<file path="src/rtl/acc_disp_pkg.sv">
// Shared types and constants for the accumulator BCD display.
// Segment codes are active-low and ordered {g,f,e,d,c,b,a}.
package acc_disp_pkg;

  typedef enum logic [1:0] {
    IDLE   = 2'd0,
    SHIFT  = 2'd1,
    FINISH = 2'd2
  } state_e;

  localparam logic [6:0] SEG_BLANK = 7'b1111111;
  localparam logic [6:0] SEG_MINUS = 7'b0111111;
  localparam logic [6:0] SEG_0     = 7'b1000000;
  localparam logic [6:0] SEG_1     = 7'b1111001;
  localparam logic [6:0] SEG_2     = 7'b0100100;
  localparam logic [6:0] SEG_3     = 7'b0110000;
  localparam logic [6:0] SEG_4     = 7'b0011001;
  localparam logic [6:0] SEG_5     = 7'b0010010;
  localparam logic [6:0] SEG_6     = 7'b0000010;
  localparam logic [6:0] SEG_7     = 7'b1111000;
  localparam logic [6:0] SEG_8     = 7'b0000000;
  localparam logic [6:0] SEG_9     = 7'b0010000;

endpackage

</file>
<file path="src/rtl/acc_bcd_display_seg7_decode.sv">
// seg7_decode: one BCD digit to an active-low 7-segment code.
// A blank request, or a non-decimal code, turns every segment off.
module seg7_decode
  import acc_disp_pkg::*;
(
  input  logic [3:0] bcd,
  input  logic       blank,
  output logic [6:0] seg
);

  // Map the digit value to its segment pattern.
  always_comb begin
    seg = SEG_BLANK;
    if (blank) begin
      seg = SEG_BLANK;
    end else begin
      case (bcd)
        4'd0:    seg = SEG_0;
        4'd1:    seg = SEG_1;
        4'd2:    seg = SEG_2;
        4'd3:    seg = SEG_3;
        4'd4:    seg = SEG_4;
        4'd5:    seg = SEG_5;
        4'd6:    seg = SEG_6;
        4'd7:    seg = SEG_7;
        4'd8:    seg = SEG_8;
        4'd9:    seg = SEG_9;
        default: seg = SEG_BLANK;
      endcase
    end
  end

endmodule

</file>
<file path="src/rtl/acc_bcd_display.sv">
// acc_bcd_display: captures the accumulator sum and flags on start,
// converts the sum to BCD by sequential double-dabble (one bit per
// cycle) and drives blanked active-low 7-segment digits plus flag LEDs.
// Optional build macro SIGNED_DISP_EN: treat bin_in as two's complement,
// convert its magnitude and show a minus sign above the leading digit.
module acc_bcd_display
  import acc_disp_pkg::*;
#(
  parameter int WIDTH  = 8,
  parameter int DIGITS = 4
) (
  input  logic                  clk_sys,
  input  logic                  rst_sys,
  input  logic [WIDTH-1:0]      bin_in,
  input  logic                  ovf_in,
  input  logic                  co_in,
  input  logic                  start,
  output logic                  busy,
  output logic                  done,
  output logic [4*DIGITS-1:0]   bcd_out,
  output logic [7*DIGITS-1:0]   hex_out,
  output logic                  ovf_led,
  output logic                  co_led
);

  localparam int CW = $clog2(WIDTH + 1);

  state_e              state_q, state_d;
  logic [WIDTH-1:0]    sreg_q, sreg_d;
  logic [4*DIGITS-1:0] scratch_q, scratch_d;
  logic [CW-1:0]       cnt_q, cnt_d;
  logic                ovf_hold_q, ovf_hold_d;
  logic                co_hold_q, co_hold_d;
  logic                neg_hold_q, neg_hold_d;
  logic                busy_q, busy_d;
  logic                done_q, done_d;
  logic [4*DIGITS-1:0] bcd_q, bcd_d;
  logic [7*DIGITS-1:0] hex_q, hex_d;
  logic                ovf_led_q, ovf_led_d;
  logic                co_led_q, co_led_d;

  logic [WIDTH-1:0]    mag_s;
  logic                neg_s;
  logic [4*DIGITS-1:0] adj_s;
  logic [DIGITS-1:0]   shown_s;
  logic [DIGITS-1:0]   minus_s;
  logic                seen_s;
  logic [6:0]          seg_s [DIGITS];
  logic [7*DIGITS-1:0] hex_s;

  // Value to convert: raw input, or its magnitude when signed display is built in.
  always_comb begin
`ifdef SIGNED_DISP_EN
    neg_s = bin_in[WIDTH-1];
    if (neg_s) begin
      mag_s = ~bin_in + WIDTH'(1);
    end else begin
      mag_s = bin_in;
    end
`else
    neg_s = 1'b0;
    mag_s = bin_in;
`endif
  end

  // Double-dabble correction: every scratch digit of 5 or more gets +3.
  always_comb begin
    adj_s = scratch_q;
    for (int i = 0; i < DIGITS; i++) begin
      if (scratch_q[4*i +: 4] >= 4'd5) begin
        adj_s[4*i +: 4] = scratch_q[4*i +: 4] + 4'd3;
      end else begin
        adj_s[4*i +: 4] = scratch_q[4*i +: 4];
      end
    end
  end

  // A digit is shown if it or any digit above it is nonzero; digit 0 always shows.
  always_comb begin
    seen_s  = 1'b0;
    shown_s = '0;
    for (int i = DIGITS - 1; i >= 0; i--) begin
      if ((scratch_q[4*i +: 4] != 4'd0) || (i == 0)) begin
        seen_s = 1'b1;
      end else begin
        seen_s = seen_s;
      end
      shown_s[i] = seen_s;
    end
  end

  // Minus goes on the first blank digit directly above the leading shown digit.
  always_comb begin
    minus_s = '0;
    for (int i = 1; i < DIGITS; i++) begin
      minus_s[i] = neg_hold_q && !shown_s[i] && shown_s[i-1];
    end
  end

  for (genvar g = 0; g < DIGITS; g++) begin : g_digit
    seg7_decode u_dec (
      .bcd   (scratch_q[4*g +: 4]),
      .blank (!shown_s[g]),
      .seg   (seg_s[g])
    );
    assign hex_s[7*g +: 7] = minus_s[g] ? SEG_MINUS : seg_s[g];
  end

  // Next-state and next-output logic of the conversion FSM.
  always_comb begin
    state_d    = state_q;
    sreg_d     = sreg_q;
    scratch_d  = scratch_q;
    cnt_d      = cnt_q;
    ovf_hold_d = ovf_hold_q;
    co_hold_d  = co_hold_q;
    neg_hold_d = neg_hold_q;
    busy_d     = busy_q;
    done_d     = 1'b0;
    bcd_d      = bcd_q;
    hex_d      = hex_q;
    ovf_led_d  = ovf_led_q;
    co_led_d   = co_led_q;
    case (state_q)
      IDLE: begin
        if (start) begin
          state_d    = SHIFT;
          sreg_d     = mag_s;
          neg_hold_d = neg_s;
          scratch_d  = '0;
          cnt_d      = CW'(WIDTH);
          ovf_hold_d = ovf_in;
          co_hold_d  = co_in;
          busy_d     = 1'b1;
        end else begin
          busy_d = 1'b0;
        end
      end
      SHIFT: begin
        scratch_d = {adj_s[4*DIGITS-2:0], sreg_q[WIDTH-1]};
        sreg_d    = {sreg_q[WIDTH-2:0], 1'b0};
        cnt_d     = cnt_q - CW'(1);
        if (cnt_q == CW'(1)) begin
          state_d = FINISH;
          busy_d  = 1'b0;
        end else begin
          busy_d = 1'b1;
        end
      end
      FINISH: begin
        bcd_d     = scratch_q;
        hex_d     = hex_s;
        ovf_led_d = ovf_hold_q;
        co_led_d  = co_hold_q;
        done_d    = 1'b1;
        busy_d    = 1'b0;
        state_d   = IDLE;
      end
      default: begin
        state_d = IDLE;
        busy_d  = 1'b0;
      end
    endcase
  end

  // State and output registers with synchronous reset.
  always_ff @(posedge clk_sys) begin
    if (rst_sys) begin
      state_q    <= IDLE;
      sreg_q     <= '0;
      scratch_q  <= '0;
      cnt_q      <= '0;
      ovf_hold_q <= 1'b0;
      co_hold_q  <= 1'b0;
      neg_hold_q <= 1'b0;
      busy_q     <= 1'b0;
      done_q     <= 1'b0;
      bcd_q      <= '0;
      hex_q      <= {(7*DIGITS){1'b1}};
      ovf_led_q  <= 1'b0;
      co_led_q   <= 1'b0;
    end else begin
      state_q    <= state_d;
      sreg_q     <= sreg_d;
      scratch_q  <= scratch_d;
      cnt_q      <= cnt_d;
      ovf_hold_q <= ovf_hold_d;
      co_hold_q  <= co_hold_d;
      neg_hold_q <= neg_hold_d;
      busy_q     <= busy_d;
      done_q     <= done_d;
      bcd_q      <= bcd_d;
      hex_q      <= hex_d;
      ovf_led_q  <= ovf_led_d;
      co_led_q   <= co_led_d;
    end
  end

  assign busy    = busy_q;
  assign done    = done_q;
  assign bcd_out = bcd_q;
  assign hex_out = hex_q;
  assign ovf_led = ovf_led_q;
  assign co_led  = co_led_q;

endmodule

</file>
<file path="config.mk">
export PLATFORM = sky130hd
export DESIGN_NAME = acc_bcd_display
export DESIGN_NICKNAME = d
export VERILOG_FILES = /design/src/rtl/acc_disp_pkg.sv /design/src/rtl/acc_bcd_display_seg7_decode.sv /design/src/rtl/acc_bcd_display.sv
export SDC_FILE = /design/constraint.sdc
export NUM_CORES = 1
export LEC_CHECK = 0
export BUFFER_PORTS_ARGS = -buffer_cell sky130_fd_sc_hd__buf_2
export CAP_MARGIN = 40
export CORE_MARGIN = 2
export CORE_UTILIZATION = 51
export DETAILED_ROUTE_END_ITERATION = 8
export PLACE_DENSITY = 0.73
export SLEW_MARGIN = 30
export SYNTH_ARGS = -nofsm -noshare
export SYNTH_HDL_FRONTEND = slang
export SYNTH_HIERARCHICAL = 1
export SYNTH_SLANG_ARGS = --single-unit
</file>
<file path="constraint.sdc">
create_clock -name clk_sys -period 3.1 [get_ports clk_sys]
set_input_delay 0.155 -clock clk_sys [delete_from_list [all_inputs] [get_ports clk_sys]]
set_output_delay 0.155 -clock clk_sys [all_outputs]
set_load 0.03 [all_outputs]
</file>
==> Word-level counts from Yosys, hierarchy flattened <==
Memories as Yosys holds them, arrays and structs flattened. A register that Yosys moved wholly into a read port is not among the register bits.
Cells that the tools add are included.
{ "word_totals": {"register_bits": 80, "latch_bits": 0, "ramBits": 0, "mem_bits_ro": 448, "inputBits": 13, "out_inout_bits": 48, "wordCells": 67, "n_memories": 4} }
{ "classes": {"addsub": 5, "mul": 0, "div": 0, "magnitude_cmp": 4, "eq_ne": 5, "n_shift": 0, "muxes": 29, "bitwise": 0, "n_reduce_logical": 8} }
{ "memory_table": {"columns": ["memory", "depth", "word_bits", "read_ports", "rd_clocked_by_memory_dff", "write_ports", "line_no", "source"], "rows": [
  ["(name not given)", 16, 7, 1, 1, 0, "acc_bcd_display_seg7_decode.sv:17", "case (bcd)"],
  ["(name not given)", 16, 7, 1, 1, 0, "acc_bcd_display_seg7_decode.sv:17", null],
  ["(name not given)", 16, 7, 1, 1, 0, "acc_bcd_display_seg7_decode.sv:17", null],
  ["(name not given)", 16, 7, 1, 1, 0, "acc_bcd_display_seg7_decode.sv:17", null]
]} }
{ "op_table": {"columns": ["operator", "n"], "rows": [
  ["4-bit 2-to-1 mux", 10],
  ["16-bit case mux with 2 select lines", 1],
  ["7-bit 2-to-1 mux", 3],
  ["4-bit by 3-bit >= comparator with 1-bit output (second input constant)", 4],
  ["16-bit 2-to-1 mux", 1],
  ["8-bit case mux with 2 select lines", 1],
  ["4-bit by 2-bit adder with 4-bit output (second input constant)", 3],
  ["4-bit nonzero test", 3],
  ["8-bit 2-to-1 mux", 1],
  ["4-bit case mux with 2 select lines", 1],
  ["1-bit 2-to-1 mux", 6],
  ["2-bit AND reduction", 3],
  ["4-bit by 1-bit == test with 1-bit output (second input constant)", 1],
  ["2-bit 2-to-1 mux", 2],
  ["2-bit inequality test (second input constant)", 2],
  ["2-bit case mux with 2 select lines", 1],
  ["4-bit by 1-bit subtractor with 4-bit output (second input constant)", 1],
  ["3-bit by 2-bit adder with 3-bit output (second input constant)", 1],
  ["3-bit 2-to-1 mux", 1],
  ["2-bit by 1-bit == test with 1-bit output (second input constant)", 1],
  ["2-bit == test (second input constant)", 1],
  ["2-bit logical NOT", 1],
  ["1-bit case mux with 2 select lines", 1],
  ["2-bit nonzero test", 1]
]} }

==> Longest topological paths before layout <==
Gate-level depths: netlist of run 1.
{ "depth": {"depth_word": 5, "mapped_depth": 9, "ltp_nobuf": 9} }

==> Hierarchy <==
The synthesis of run 1 kept the hierarchy.
{ "modules_own_cells": {"columns": ["mod", "instances", "cells_each", "area_per_inst_um2", "seq_area_each_um2"], "rows": [
  ["acc_bcd_display", 1, 372, 3350.7, 1601.5],
  ["seg7_decode", 4, 33, 236.5, 0.0]
]} }

==> Worst setup path before layout of run 1 <==
Ideal clock, no wire load.
{ "synth_path": {"path_type": "reg2reg", "startpoint": "register scratch_q[13]", "endpoint": "register hex_q[10] (netlist: hex_out[10])", "setup_ns": 0.062, "t_arrival_ns": 2.324, "required_time_ns": 3.038, "path_slack_ns": 0.714, "stages_incl_launch_ff": 10, "n_path_buf": 0, "synth_period_minus_slack_ns": 2.386, "cell_sequence": "dfxtp_1 -> inv_1 -> ha_1 -> nor3b_1 -> and3_1 -> and3_1 -> nor2_1 -> a21oi_1 -> nand2_1 -> nand3b_1"} }
{ "synth_via": {"elab_chain_cells": 5} }
{ "synth_lines": {"columns": ["element", "line_no", "source"], "rows": [
  ["start, declared", "acc_bcd_display.sv:30", "logic [4*DIGITS-1:0] scratch_q, scratch_d;"],
  ["start signal, assigned", "acc_bcd_display.sv:185", "scratch_q <= scratch_d;"],
  ["4-bit nonzero test", "acc_bcd_display.sv:83", "if ((scratch_q[4*i +: 4] != 4'd0) || (i == 0)) begin"],
  ["1-bit 2-to-1 mux (3 in series)", "acc_bcd_display.sv:83", null],
  ["7-bit 2-to-1 mux", "acc_bcd_display_seg7_decode.sv:14", "if (blank) begin"],
  ["via hex_s[10]", "acc_bcd_display.sv:49", "logic [7*DIGITS-1:0] hex_s;"],
  ["end signal, assigned", "acc_bcd_display.sv:179", "hex_q <= {(7*DIGITS){1'b1}};"],
  ["end, declared", "acc_bcd_display.sv:38", "logic [7*DIGITS-1:0] hex_q, hex_d;"]
]} }
The timed path passes the listed nets, and every way through them passes these cells.
A chain may end at the register's enable or synchronous reset.

==> Worst setup path in the final report of run 1 <==
Same ends and word-level chain as after synthesis.

==> impl_metrics.env, run 1 <==
export IMPL_crit_required_ns=3.40
export IMPL_fmax_mhz=421
export IMPL_clock_sinks=80
export IMPL_diodes=0
export IMPL_seq_area_frac_synth=0.373
export IMPL_whs_ns=0.0500
export IMPL_reg2reg_slack_ns=0.73
export IMPL_maxCapViolCount=0
export IMPL_htree_levels=3
export IMPL_p_leak_uw=0.00201
export IMPL_arrival_ns=2.67
export IMPL_drt_total_wl_mm=8.94
export IMPL_drt_iter0_markers=124
export IMPL_r2r_end="hex_out[10]"
export IMPL_grt_pass1_vias=3221
export IMPL_cts_setup_buffers=0
export IMPL_layout_drive_gt1_share=0.191
export IMPL_place_port_buffers=60
export IMPL_worst_pin_slew_ns=0.704
export IMPL_cts_hold_buf=0
export IMPL_routedWlPerCell_um=13.3
export IMPL_maxSlewHeadroom=0.530
export IMPL_criticalPathCategory="flip-flop to flip-flop"
export IMPL_syn_inst=504
export IMPL_clockBufferDepth=2
export IMPL_min_to="co_hold_q"
export IMPL_min_from="co_in"
export IMPL_yosys_area_top_type="dfxtp_1"
export IMPL_cts_made_buffers=9
export IMPL_r2r_start="scratch_q[13]"
export IMPL_antenna_found_initial=0
export IMPL_p_sw_frac=0.235
export IMPL_track_usage=0.203
export IMPL_start_kind="flip-flop"
export IMPL_fillers=767
export IMPL_switchingPower_uw=484
export IMPL_reg2regPathDepth=10
export IMPL_syn_area_mm2=0.00430
export IMPL_crit_path_end_kind="flip-flop"
export IMPL_min_period_over_period=0.765
export IMPL_skew_ns=0.00637
export IMPL_detailed_place_hpwl_mm=6.14
export IMPL_worstHoldPathType="input pin to flip-flop"
export IMPL_start_util=0.526
export IMPL_powerDensity_mw_per_mm2=427
export IMPL_clk_latency_ns=0.35
export IMPL_core_area_mm2=0.00818
export IMPL_cts_resized=0
export IMPL_die_w_um=95.8
export IMPL_vias=3498
export IMPL_via_per_inst=5.21
export IMPL_cts_root_buf="clkbuf_8"
export IMPL_grt_max_degree=47
export IMPL_vdd_ir_drop_max_v=0.000234
export IMPL_synth_cell_types=49
export IMPL_grt_pass1_wl_mm=14.8
export IMPL_slew_viol_final=0
export IMPL_drc=0
export IMPL_clk_pin_slew_ns=0.08
export IMPL_io_pins=61
export IMPL_rsz0062_at_grt="no"
export IMPL_intPower_uw=1580
export IMPL_clkPwrFrac=0.412
export IMPL_status="finished, final reports clean"
export IMPL_drt_pass1_iterations=5
export IMPL_synth_area_per_cell_um2=8.53
export IMPL_worst_path_max_fanout=8
export IMPL_area_growth_pct=12.2
export IMPL_min_path_cells=3
export IMPL_power_frac_seq=0.520
export IMPL_die_area_mm2=0.00917
export IMPL_setup_violations_final=0
export IMPL_fin_crit_ns=2.37
export IMPL_yosysTopAreaCellShare=0.373
export IMPL_timing_final_hold_violations=0
export IMPL_placementRows=33
export IMPL_grt_remaining_overflow=0
export IMPL_ant_nets=0
export IMPL_yosysWarnings=6
export IMPL_pwr_share_comb=0.069
export IMPL_ys_ff_latch=80
export IMPL_place_congestion=0.831
export IMPL_die_y_um=95.8
export IMPL_ys_top_cells_by_area="dfxtp_1 (37%), ha_1 (9.3%), nand2_1 (8.8%)"
export IMPL_setup_tns_ns=0
export IMPL_cts_tree="done"
export IMPL_final_nets=606
-- stage by stage --
stage	total power, uW	cell area (um2)	instances	utilization	worst slack, ns
detailed placement	1240	4600	655	0.563	0.770
global placement	1230	4600	655	0.563	0.854
global route	2140	4820	671	0.590	0.509
CTS	2080	4820	671	0.590	0.735
floorplan	1210	4320	510	-	0.714
finish	2060	4820	671	0.590	0.727
-- cells in the mapped netlist, drive strengths merged --
| cell type | instances |
|---|---|
| nor2 | 28 |
| o21bai | 5 |
| o22ai | 15 |
| xor2 | 5 |
| a31oi | 2 |
| nand2 | 102 |
| o311ai | 1 |
| o211ai | 1 |
| nand2b | 18 |
| nor3 | 10 |
| conb | 1 |
| buf | 21 |
| xnor2 | 4 |
| a211oi | 5 |
| o21ai | 24 |
| and3 | 3 |
| ha | 32 |
| mux2 | 1 |
| nand3 | 1 |
| mux2i | 4 |
| o32ai | 1 |
| a22oi | 4 |
| a21oi | 49 |
| o31ai | 4 |
| a32o | 4 |
| inv | 24 |
| clkbuf | 4 |
| dfxtp | 80 |
| a22o | 8 |
| nor3b | 6 |
| or2b | 4 |
| nor2b | 5 |
| nand3b | 28 |
-- layer usage --
| layer | global-route usage | share of wire |
|---|---|---|
| met5 | 0 | 0 |
| met4 | 0.0607 | 0.0076 |
| met3 | 0.0548 | 0.051 |
| met2 | 0.326 | 0.45 |
| met1 | 0.265 | 0.49 |
-- flip-flops by register name, indices dropped and copies added, names as in the netlist, 2 cells and up --
register   cells
sreg_q         8
cnt_q          4
hex_out       28
scratch_q     16
bcd_out       16
state_q        2
-- layout by cell type (no fill, tap or decap), types with 7 or more instances in the layout --
cell type  Yosys  layout
ha_1          32      32
a21oi_1       49      49
nor2_1        25      25
o22ai_1       14      14
nand3b_1      28      28
clkbuf_8       0      10
inv_1         22      22
o21ai_0       19      19
nand2b_1      13      13
conb_1         1       7
dfxtp_1       80      80
a22o_1         8       8
buf_2          6      60
nand2_1      101     101
-- how the worst max path moves through the flow --
stage                              from          end  slack [ns]
after detailed placement  scratch_q[13]  hex_out[10]        0.77
after global routing      scratch_q[13]  hex_out[13]        0.51
after global placement    scratch_q[13]  hex_out[10]        0.85
final                     scratch_q[13]  hex_out[10]        0.73
after floorplan           scratch_q[13]  hex_out[10]        0.71
after CTS                 scratch_q[13]  hex_out[10]        0.74
-- power groups by stage --
stage / clock network, uW / logic, uW / registers [uW]
after floorplan: 0 / 107 / 1100
after global placement: 0 / 138 / 1090
after detailed placement: 0 / 141 / 1090
after CTS: 870 / 142 / 1070
after global routing: 908 / 160 / 1070
final: 848 / 141 / 1070
-- critical path, cell delays in order, from the launching register on --
cell and delay [ns]:
dfxtp_1 0.39, inv_1 0.15, ha_1 0.22, nor3b_1 0.21, buf_4 0.19, and3_1 0.33, and3_1 0.36, nor2_1 0.12
a21oi_1 0.18, nand2_1 0.06, nand3b_1 0.10
-- final cells by class --
class                      instances  area [um2]  share of cell area
sequential                        80        1600               0.332
inverter                          24        90.1              0.0187
clock inverter                     6        82.6              0.0171
clock buffer                      10         138              0.0285
tap                              105         131              0.0273
timing repair buffer              65         338              0.0701
multi-input combinational        381        2440               0.506
-- cells by family after synthesis --
family,share of synthesized area
other cells,0.000873
fa+ha+maj,0.0932
xor+xnor,0.0183
simple gates,0.258
flops,0.373
buf+inv,0.0646
mux,0.0119
compound gates,0.180
Power figures use the tool's default switching activity.
==> run 2: changes to the inputs <==
Settings changed: PLACE_DENSITY 0.73 to 0.76.
Clock period 3.1 ns to 2.1 ns, I/O delays scaled along.
==> run 2 against run 1 <==
- sequential power grew 48%
- combinational power grew 57%
- sequential share of layout area shrank 0.73 points
- cell count grew 1.8%
- sequential cell count is the same
- clock skew grew 0.0028 ns
==> impl_metrics.env, run 2 (synthesis results as in run 1) <==
export IMPL_status="finished, final reports clean"
export IMPL_place_port_buffers=60
export IMPL_setup_tns_ns=0
export IMPL_grt_pass1_wl_mm=15.2
export IMPL_min_period_over_period=0.886
export IMPL_grt_pass1_vias=3328
export IMPL_met1_length_mm=4.49
export IMPL_clk_pin_slew_ns=0.08
export IMPL_crit_path_end_kind="flip-flop"
export IMPL_worstHoldPathType="input pin to flip-flop"
export IMPL_r2r_start="scratch_q[8]"
export IMPL_drt_pass1_iterations=5
export IMPL_post_dp_cell_area_mm2=0.00472
export IMPL_cts_made_buffers=9
export IMPL_reg2reg_slack_ns=0.24
export IMPL_fmax_mhz=537
export IMPL_final_nets=618
export IMPL_placementRows=33
export IMPL_setup_violations_final=0
export IMPL_whs_ns=0.00942
export IMPL_start_util=0.526
export IMPL_timing_final_hold_violations=0
export IMPL_clock_sinks=80
export IMPL_met2WireLength_mm=4.12
export IMPL_cts_setup_buffers=0
export IMPL_routedWlPerCell_um=13.5
export IMPL_start_kind="flip-flop"
export IMPL_area_growth_pct=14.7
export IMPL_grt_remaining_overflow=0
export IMPL_skew_ns=0.00920
export IMPL_r2r_end="hex_out[10]"
export IMPL_cts_root_buf="clkbuf_8"
export IMPL_via_per_inst=5.30
export IMPL_clockBufferDepth=2
export IMPL_top_layer="met4"
export IMPL_diodes=0
export IMPL_reg2regPathDepth=8
export IMPL_p_leak_uw=0.00208
export IMPL_maxSlewHeadroom=0.604
export IMPL_final_util=0.603
export IMPL_maxCapViolCount=0
export IMPL_vdd_ir_drop_max_v=0.000378
export IMPL_final_common_cell="nand2_1"
export IMPL_rsz0062_at_grt="no"
export IMPL_final_area_mm2=0.00493
export IMPL_antenna_found_initial=0
export IMPL_criticalPathCategory="flip-flop to flip-flop"
export IMPL_wl_met3_um=496
export IMPL_grt_max_degree=48
export IMPL_cts_resized=0
export IMPL_ant_nets=0
export IMPL_layout_drive_gt1_share=0.204
export IMPL_largest_reg_flops=28
export IMPL_vias=3621
export IMPL_core_area_mm2=0.00818
export IMPL_place_congestion=0.848
export IMPL_min_from="bin_in[0]"
export IMPL_powerDensity_mw_per_mm2=598
export IMPL_track_usage=0.208
export IMPL_min_path_cells=3
export IMPL_die_area_mm2=0.00917
export IMPL_worst_path_max_fanout=8
export IMPL_crit_required_ns=2.34
export IMPL_min_to="sreg_q[0]"
export IMPL_htree_levels=3
export IMPL_drc=0
export IMPL_final_cell_mix="nand2_1 (101), dfxtp_1 (80), buf_2 (60), a21oi_1 (49), ha_1 (32)"
export IMPL_detailed_place_hpwl_mm=6.59
export IMPL_arrival_ns=2.10
export IMPL_slew_viol_final=0
export IMPL_io_pins=61
export IMPL_worst_pin_slew_ns=0.595
export IMPL_cts_tree="done"
export IMPL_die_w_um=95.8
export IMPL_die_y_um=95.8
export IMPL_clk_latency_ns=0.35
export IMPL_drt_total_wl_mm=9.23
export IMPL_drt_iter0_markers=160
export IMPL_fin_crit_ns=1.86
run 2: stage by stage:
stage | cells | power [uW] | worst slack [ns]
after detailed placement | 666 | 1830 | 0.265
final | 683 | 2950 | 0.238
after CTS | 683 | 2980 | 0.255
after floorplan | 510 | 1780 | 0.0414
after global placement | 666 | 1820 | 0.318
after global routing | 683 | 3060 | 0.0622
run 2: how the worst max path moves through the flow:
stage / startpoint / slack (ns) / depth (start not counted) / to
after CTS: scratch_q[8] / 0.26 / 8 / hex_out[10]
after global placement: scratch_q[12] / 0.32 / 9 / hex_out[7]
final: scratch_q[8] / 0.24 / 8 / hex_out[10]
after global routing: scratch_q[9] / 0.06 / 8 / hex_out[13]
after detailed placement: scratch_q[8] / 0.26 / 8 / hex_out[10]
after floorplan: scratch_q[13] / 0.04 / 9 / hex_out[10]
run 2: routing by layer:
metal  track usage  up-vias
li1              -     1852
met1         0.277     1671
met2         0.339       86
met3        0.0384       12
met4        0.0726        0
met5             0        -
run 2: layout make-up:
class | count | area (um2)
fillers | 724 | 3250
well taps | 105 | 131
clock inverters | 3 | 40.0
clock buffers | 13 | 159
flip-flops and latches | 80 | 1600
multi-input cells | 381 | 2450
inverters | 24 | 90.1
repair buffers | 77 | 455
run 2: what timing repair did:
item,in CTS,in global routing
hold endpoints to repair,1,0
hold buffers,1,0
endpoints found under the setup margin,0,0
run 2: worst max-delay path: stages (launching register included):
cell and delay [ns]:
dfxtp_1 0.50, inv_1 0.17, ha_1 0.22, and3_1 0.14, and3_1 0.24, nor2_1 0.23
a21oi_1 0.10, nand2_1 0.08, nand3b_1 0.08
run 2: power by group:
part           internal, uW  switching [uW]  total [uW]
registers              1550            25.3        1580
clock network           612             540        1150
logic                  86.4             135         222
total                  2250             700        2950
==> run 3: changes to the inputs <==
--- a/config.mk
+++ b/config.mk
@@ -8,3 +8,3 @@
 export BUFFER_PORTS_ARGS = -buffer_cell sky130_fd_sc_hd__buf_2
-export CAP_MARGIN = 40
+export CAP_MARGIN = 0
 export CORE_MARGIN = 2
==> constraint.sdc (replaced) <==
create_clock -name clk_sys -period 2.1 [get_ports clk_sys]
set_input_delay 0 -clock clk_sys [delete_from_list [all_inputs] [get_ports clk_sys]]
set_output_delay 0 -clock clk_sys [all_outputs]
set_load 0.03 [all_outputs]
==> run 3 against run 2 <==
- non-clock buffer count rose by 9
- worst hold slack improved by 0.075 ns
- sequential share of layout area down 0.58 points
- fmax shrank 0.20%
- wire length increased by 1.6%
- setup slack got worse by 0.0037 ns
==> impl_metrics.env, run 3 (synthesis results as in run 1) <==
export IMPL_die_area_mm2=0.00917
export IMPL_drt_total_wl_mm=9.38
export IMPL_maxSlewHeadroom=0.601
export IMPL_area_growth_pct=16.8
export IMPL_htree_levels=3
export IMPL_rsz0062_at_grt="no"
export IMPL_r2r_end="hex_out[10]"
export IMPL_worstHoldPathType="input pin to flip-flop"
export IMPL_worst_path_max_fanout=8
export IMPL_io_pins=61
export IMPL_detailed_place_hpwl_mm=6.59
export IMPL_diodes=0
export IMPL_place_congestion=0.848
export IMPL_r2r_start="scratch_q[8]"
export IMPL_antenna_found_initial=0
export IMPL_grt_pass1_wl_mm=15.3
export IMPL_clockBufferDepth=2
export IMPL_reg2regPathDepth=8
export IMPL_fillers=714
export IMPL_place_port_buffers=60
export IMPL_final_nets=627
export IMPL_die_w_um=95.8
export IMPL_start_util=0.526
export IMPL_slew_viol_final=0
export IMPL_vias=3664
export IMPL_skew_ns=0.00710
export IMPL_core_area_mm2=0.00818
export IMPL_cts_made_buffers=9
export IMPL_grt_remaining_overflow=0
export IMPL_placementRows=33
export IMPL_pwr_share_comb=0.079
export IMPL_intPower_uw=2260
export IMPL_final_cell_mix="nand2_1 (101), dfxtp_1 (80), buf_2 (60), a21oi_1 (49), ha_1 (32)"
export IMPL_ff_latch_area_mm2=0.00160
export IMPL_fin_crit_ns=1.87
export IMPL_grt_max_degree=48
export IMPL_routedWlPerCell_um=13.6
export IMPL_setup_violations_final=0
export IMPL_multiInputGateArea_mm2=0.00245
export IMPL_clk_pin_slew_ns=0.08
export IMPL_vdd_ir_drop_max_v=0.000390
export IMPL_status="finished, final reports clean"
export IMPL_min_period_over_period=0.888
export IMPL_timing_final_hold_violations=0
export IMPL_clkPwrFrac=0.389
export IMPL_clk_latency_ns=0.35
export IMPL_clock_sinks=80
export IMPL_drc=0
export IMPL_final_common_cell="nand2_1"
export IMPL_track_usage=0.211
export IMPL_min_from="start"
export IMPL_cts_root_buf="clkbuf_8"
export IMPL_via_per_inst=5.29
export IMPL_start_kind="flip-flop"
export IMPL_layout_drive_gt1_share=0.201
export IMPL_p_sw_frac=0.237
export IMPL_grt_pass1_vias=3354
export IMPL_cts_tree="done"
export IMPL_power_frac_seq=0.532
export IMPL_powerDensity_mw_per_mm2=590
export IMPL_drt_pass1_iterations=5
export IMPL_maxCapViolCount=0
export IMPL_setup_tns_ns=0
export IMPL_crit_required_ns=2.34
export IMPL_min_to="state_q[0]"
export IMPL_crit_path_end_kind="flip-flop"
export IMPL_criticalPathCategory="flip-flop to flip-flop"
export IMPL_finalPower_uw=2960
export IMPL_worst_pin_slew_ns=0.598
export IMPL_ant_nets=0
export IMPL_min_path_cells=3
export IMPL_reg2reg_slack_ns=0.23
export IMPL_whs_ns=0.0842
export IMPL_largest_reg_flops=28
export IMPL_p_leak_uw=0.00212
export IMPL_switchingPower_uw=703
export IMPL_fmax_mhz=536
export IMPL_arrival_ns=2.10
export IMPL_die_y_um=95.8
export IMPL_drt_iter0_markers=147
[run 3: metrics by stage]
step	instance area [um2]	setup WS (ns)	instances	utilization
final	5020	0.235	692	0.614
after global routing	5020	0.0608	692	0.614
after CTS	5020	0.255	692	0.614
after detailed placement	4720	0.265	666	0.577
after global placement	4720	0.318	666	0.577
after floorplan	4330	0.0414	510	-
[run 3: how the worst max path moves through the flow]
stage	startpoint	to	slack, ns	depth (start not counted)
2_1_floorplan	scratch_q[13]	hex_out[10]	0.04	9
3_3_place_gp	scratch_q[12]	hex_out[7]	0.32	9
3_5_place_dp	scratch_q[8]	hex_out[10]	0.26	8
4_1_cts	scratch_q[8]	hex_out[10]	0.26	8
5_1_grt	scratch_q[9]	hex_out[13]	0.06	8
6_report	scratch_q[8]	hex_out[10]	0.23	8
[run 3: timing repair]
action / CTS / global route
gates resized for setup: 0 / 0
endpoints found under the hold margin: 10 / 0
setup buffers: 0 / 0
hold buffers: 10 / 0
[run 3: final cells by class]
| type | instances | area share |
|---|---|---|
| Multi-Input combinational cell | 381 | 0.488 |
| Sequential cell | 80 | 0.319 |
| Timing Repair Buffer | 86 | 0.109 |
| Clock buffer | 13 | 0.0317 |
| Tap cell | 105 | 0.0262 |
| Inverter | 24 | 0.0180 |
| Clock inverter | 3 | 0.00798 |
[run 3: power by group through the flow]
stage	registers [uW]	logic, uW	clock network (uW)
finish	1580	235	1150
global route	1580	261	1230
CTS	1580	235	1180
detailed placement	1610	220	0
global placement	1610	216	0
floorplan	1620	158	0
[run 3: critical path, stage by stage, from the launching register on]
cell and delay, ns:
dfxtp_1 0.50, inv_1 0.16, ha_1 0.22, and3_1 0.14, and3_1 0.24, nor2_1 0.23, a21oi_1 0.10, nand2_1 0.08
nand3b_1 0.08
[run 3: per-layer routing]
layer	part of all wire	global-route usage	wire, um	up-vias
met5	0	0	0	-
met4	0.014	0.0726	127	0
met3	0.056	0.0392	521	12
met2	0.45	0.346	4250	95
met1	0.48	0.278	4480	1684
li1	-	-	-	1873
